### config.mk
export PLATFORM = sky130hd
export DESIGN_NAME = ex_mem_pipe
export DESIGN_NICKNAME = d
export VERILOG_FILES = /design/src/rtl/ex_mem_pipe.sv
export SDC_FILE = /design/constraint.sdc
export NUM_CORES = 1
export LEC_CHECK = 0
export CAP_MARGIN = 20
export CORE_AREA = 2 2 100 198
export CTS_BUF_LIST = sky130_fd_sc_hd__clkbuf_8
export DETAILED_ROUTE_END_ITERATION = 8
export DIE_AREA = 0 0 102 200
export PLACE_DENSITY = 0.86
export SLEW_MARGIN = 20
export SYNTH_ARGS = -nofsm -noshare
export SYNTH_HDL_FRONTEND = slang
export SYNTH_SLANG_ARGS = --single-unit
### constraint.sdc
create_clock -name clk -period 2.8 [get_ports clk]
set_input_delay 0.42 -clock clk [delete_from_list [all_inputs] [get_ports clk]]
set_output_delay 0.42 -clock clk [all_outputs]
set_load 0.02 [all_outputs]
### src/rtl/ex_mem_pipe.sv
// EX/MEM pipeline register built as a two-entry skid buffer (head drives MEM, skid absorbs one stall).
// Latency: 1 cycle from accept to out_valid when the head is empty.
// Backpressure: in_ready is a pure register decode (!skid_valid), so there is no path from out_ready.
module ex_mem_pipe #(
    parameter int DATA_W  = 32,
    parameter int RADDR_W = 5,
    parameter int WB_W    = 2,
    parameter int M_W     = 3,
    parameter int BR_BIT  = 2
) (
    input  logic               clk,
    input  logic               reset,
    input  logic               in_valid,
    output logic               in_ready,
    input  logic [WB_W-1:0]    ctlwb_out,
    input  logic [M_W-1:0]     ctlm_out,
    input  logic [DATA_W-1:0]  adder_out,
    input  logic [DATA_W-1:0]  aluout,
    input  logic [DATA_W-1:0]  readdat2,
    input  logic               aluzero,
    input  logic [RADDR_W-1:0] muxout,
    input  logic               flush,
    output logic               out_valid,
    input  logic               out_ready,
    output logic [WB_W-1:0]    wb_ctlout,
    output logic [M_W-1:0]     m_ctlout,
    output logic [DATA_W-1:0]  add_result,
    output logic [DATA_W-1:0]  alu_result,
    output logic [DATA_W-1:0]  rdata2out,
    output logic               zero,
    output logic [RADDR_W-1:0] wreg_out,
    output logic               branch_taken,
    output logic [1:0]         occupancy,
    output logic [15:0]        stall_cnt
);

    typedef struct packed {
        logic [WB_W-1:0]    wb;
        logic [M_W-1:0]     m;
        logic [DATA_W-1:0]  add;
        logic [DATA_W-1:0]  alu;
        logic [DATA_W-1:0]  rd2;
        logic               zero;
        logic [RADDR_W-1:0] wreg;
    } ent_t;

    ent_t        r_head;
    ent_t        r_skid;
    logic        r_head_vld;
    logic        r_skid_vld;
    logic [15:0] r_stall_cnt;

    ent_t w_in;
    logic w_accept;
    logic w_pop;

    assign w_in     = '{wb: ctlwb_out, m: ctlm_out, add: adder_out, alu: aluout,
                        rd2: readdat2, zero: aluzero, wreg: muxout};
    assign in_ready = ~r_skid_vld;
    assign w_accept = in_valid & in_ready;
    assign w_pop    = r_head_vld & out_ready;

    // The skid is only ever filled while the head is held, so an empty head implies an empty skid.
    always_ff @(posedge clk or negedge reset) begin
        if (!reset) begin
            r_head     <= '0;
            r_skid     <= '0;
            r_head_vld <= 1'b0;
            r_skid_vld <= 1'b0;
        end else if (flush) begin
            r_head_vld <= 1'b0;
            r_skid_vld <= 1'b0;
        end else if (!r_head_vld) begin
            if (w_accept) begin
                r_head     <= w_in;
                r_head_vld <= 1'b1;
            end
        end else if (w_pop) begin
            if (r_skid_vld) begin
                r_head     <= r_skid;
                r_skid_vld <= 1'b0;
            end else if (w_accept) begin
                r_head <= w_in;
            end else begin
                r_head_vld <= 1'b0;
            end
        end else if (w_accept) begin
            r_skid     <= w_in;
            r_skid_vld <= 1'b1;
        end
    end

    always_ff @(posedge clk or negedge reset) begin
        if (!reset) begin
            r_stall_cnt <= '0;
        end else if (r_head_vld && !out_ready && r_stall_cnt != 16'hFFFF) begin
            r_stall_cnt <= r_stall_cnt + 16'd1;
        end
    end

    assign out_valid    = r_head_vld;
    assign wb_ctlout    = r_head_vld ? r_head.wb : '0;
    assign m_ctlout     = r_head_vld ? r_head.m  : '0;
    assign add_result   = r_head.add;
    assign alu_result   = r_head.alu;
    assign rdata2out    = r_head.rd2;
    assign zero         = r_head.zero;
    assign wreg_out     = r_head.wreg;
    assign branch_taken = r_head_vld & r_head.m[BR_BIT] & r_head.zero;
    assign occupancy    = {1'b0, r_head_vld} + {1'b0, r_skid_vld};
    assign stall_cnt    = r_stall_cnt;

endmodule

==> out/summary.md <==
• status: complete, no violations
• kind of start point of the critical path: flip-flop
• fraction of final layout cells with drive strength greater than 1: 0.170
• syn nets: 896
• root buffer selected by CTS: clkbuf_8
• total of fill cells in the finished design: 1341
• TritonCTS clock tree: yes
• first-pass GRT wire length: 38000 µm
• detailed router's first-iteration violation count: 208
• cell type contributing the most total cell area after synthesis: dfrtp_1
• largest fanout on the critical path: 15
• WL/cell: 20.5 µm
• final antenna-violating net count: 0
• warning count from the yosys run: 0
• Final Hold Vio Count: 0
• clock latency reported for the late side of the worst-skew pair: 0.57 ns
• wire length on met1: 8950 µm
• Synth Instances: 782
• Tot GR Track Use: 0.236
• Final nets: 1022
• final cell utilization of the core: 0.678
• Worst path max stage delay: 0.60 ns
• clock sinks: 232
• DRT Wirelength: 24300 µm
• share of Yosys cell area claimed by the top area cell type: 0.568
• average size of a mapped cell: 13.1 µm²
• maximum frequency from static timing analysis: 388 MHz
• remaining design rule violation count: 0
• Initial Utilization: 0.543
• Period minus WS final: 2.58 ns
• core region area: 18800 µm²
• Power, Total: 9850 µW
• pin slew with the least headroom to its limit: 0.941 ns
• required time at the worst-slack endpoint: 2.38 ns
• half-perimeter wire length after placement: 15400 µm
• count of H-tree levels built during CTS: 1
• peak supply drop: 0.645 mV
• vertical die dimension: 200 µm
• worst-path cell with the longest stage delay: dfrtp_1
• classification of the worst setup path: reg2out
• Layout Skew: 0.0177 ns
• Pleak: 0.00529 µW
• sequential fraction of the synthesis area: 0.568
• Site Rows: 71
• detailed route wirelength on metal2: 13100 µm
• post-route worst setup slack: 0.223 ns
• cell family with the largest share of critical-path delay: flip-flops
• number of enable-type register cells in the synthesized netlist: 0
• Final TNS setup: 0 ns
• summed instance area of the synthesized netlist: 10200 µm²
• data arrival time at the worst-slack endpoint: 2.16 ns
• Pins Over Slew Limit: 0
• final cycle utilization of the critical path: 0.920
• overall die area: 20400 µm²
• RSZ-0062 raised after global routing: no
• buffers inserted during post-CTS setup optimization: 0
• Cell Pwr Density: 771 nW/µm²
• detailed-routing iteration count for the pre-antenna-repair pass: 4
• post-cts gate resize count: 0
• top cells by area in the synthesized netlist: dfrtp_1 (57%), mux2_2 (8.6%), a2bb2oi_1 (8.3%)
• Main synth FF type: dfrtp_1
• worst rel slew slack: 0.373
• via total after detailed routing: 6937
• worst min-delay path category: in2async
• I/O pin count: 240
• clock buffers created by TritonCTS: 31
• routed vias/inst: 5.85
• number of flip-flops and latches in the synthesized netlist: 232
• clock slew at reported path FFs: 0.07 ns
• horizontal die dimension: 102 µm
• antenna violations before repair: 1
• pin count of the biggest net entering global routing: 108
• leftover overflow at the end of global routing: 0
• vias in the first global route: 7244
• Max Cap Viol: 0
• total of endpoints with negative setup slack in the final report: 0
• placer congestion estimate: 0.800
• Async S/R FF share, synth: 1.00
• Post-CTS Hold Fix Bufs: 1
• top layer used by detailed routing: met4
• routed wire length on met3: 1220 µm
• total of buffers placed on input and output ports: 239
• ordered list of cells on the worst path: ha_1 -> clkdlybuf4s50_1
• layout-stage area growth over the synthesis result: 25.0%
• number of buffer and inverter stages on the critical path: 1
• Worst Setup End Kind: output pin
• Distinct cells, synth: 37
• pre-CTS setup slack: 0.530 ns
• Clock Tree Buf Depth: 3
## cells in the mapped netlist (2+ instances only)
cell	number
a2bb2oi_2	10
mux2_1	30
nor4_1	2
xnor2_1	11
buf_6	5
nand2_1	9
nand3_1	5
mux2_2	78
nand4_1	8
and2_1	5
ha_1	2
buf_4	107
xor2_1	3
dfrtp_1	232
a21oi_1	2
clkbuf_1	31
nor2_1	2
a2bb2oi_1	97
and3_1	3
buf_2	17
o22ai_1	107
## logic make-up after synthesis
logic type	count (synthesis)	synth area share
AO/OA/AOI/OAI	221	0.168
buffers and inverters	162	0.105
flip-flops	232	0.568
XOR/XNOR	14	0.0120
multiplexers	109	0.120
AND/OR/NAND/NOR	42	0.0240
adder cells (fa/ha/maj)	2	0.00245
## per-stage QoR
step / cell area, µm² / hold slack (ns) / instances
final: 12800 / 0.473 / 1186
after global routing: 12800 / 0.470 / 1185
after CTS: 12800 / 0.455 / 1184
after detailed placement: 12100 / 0.476 / 1129
after global placement: 12100 / 0.468 / 1129
after floorplan: 10200 / 0.124 / 782
## per-layer routing
layer | GRT usage | vias to the layer above
met5 | 0 | -
met4 | 0.112 | 0
met3 | 0.0355 | 69
met2 | 0.411 | 248
met1 | 0.283 | 3538
li1 | - | 3082
## cells in the final DEF, fill, tap and decap left out, drive strengths merged
cell,count
dfrtp,232
nand2,9
o2111ai,1
o41a,1
clkinv,4
or4,1
nor2b,1
and2,5
o21ai,1
nor4,2
a211oi,1
clkbuf,42
xnor2,11
nor3,2
nand2b,1
a21boi,1
bufinv,2
and3,3
a2bb2oi,107
nand3,5
clkdlybuf4s50,238
nand4,8
ha,2
diode,2
a21oi,2
o22ai,107
buf,14
dlygate4sd3,1
and4,1
nor2,3
nand4b,1
mux2,109
xor2,3
inv,8
## worst reg2reg max path, stage by stage, from the launching register on
cell	delay (ns)
dfrtp_1	0.71
nand2_1	0.21
nor3_4	0.22
buf_12	0.38
mux2_2	0.46
## layout make-up
cell class,count,area [µm²],share of cell area
inverters,2,7.51,0.000588
flip-flops and latches,232,5810,0.455
clock inverters,12,103,0.00803
repair buffers,253,2580,0.202
clock buffers,42,578,0.0453
diodes,2,5.00,0.000392
multi-input cells,388,3380,0.264
well taps,255,319,0.0250
## flip-flops by register name, indices dropped and copies added, names as in the netlist
signal      cells
add_result     32
alu_result     32
out_valid       1
r_head          5
r_skid        107
r_skid_vld      1
rdata2out      32
stall_cnt      16
wreg_out        5
zero            1
## where the power goes
group	leakage, µW	switching (µW)	internal [µW]
registers	0.00273	501	4120
clock network	0.000378	1230	1510
logic	0.00218	1090	1400
## path summary, 6_finish.rpt
check / cells after the start / start / endpoint / slack (ns)
max in group asynchronous: 3 / reset / stall_cnt[12] / 1.57
worst min register to register: 1 / r_skid[75] / r_skid[75] / 0.49
worst min-delay path: 2 / reset / add_result[17] / 0.47
worst max-delay path: 2 / out_valid / occupancy[0] / 0.22
worst max register to register: 4 / out_valid / r_skid[67] / 0.69
min in group clk: 2 / ctlwb_out[0] / r_skid[105] / 0.48
Note: power is estimated with default switching activity, not from simulation.
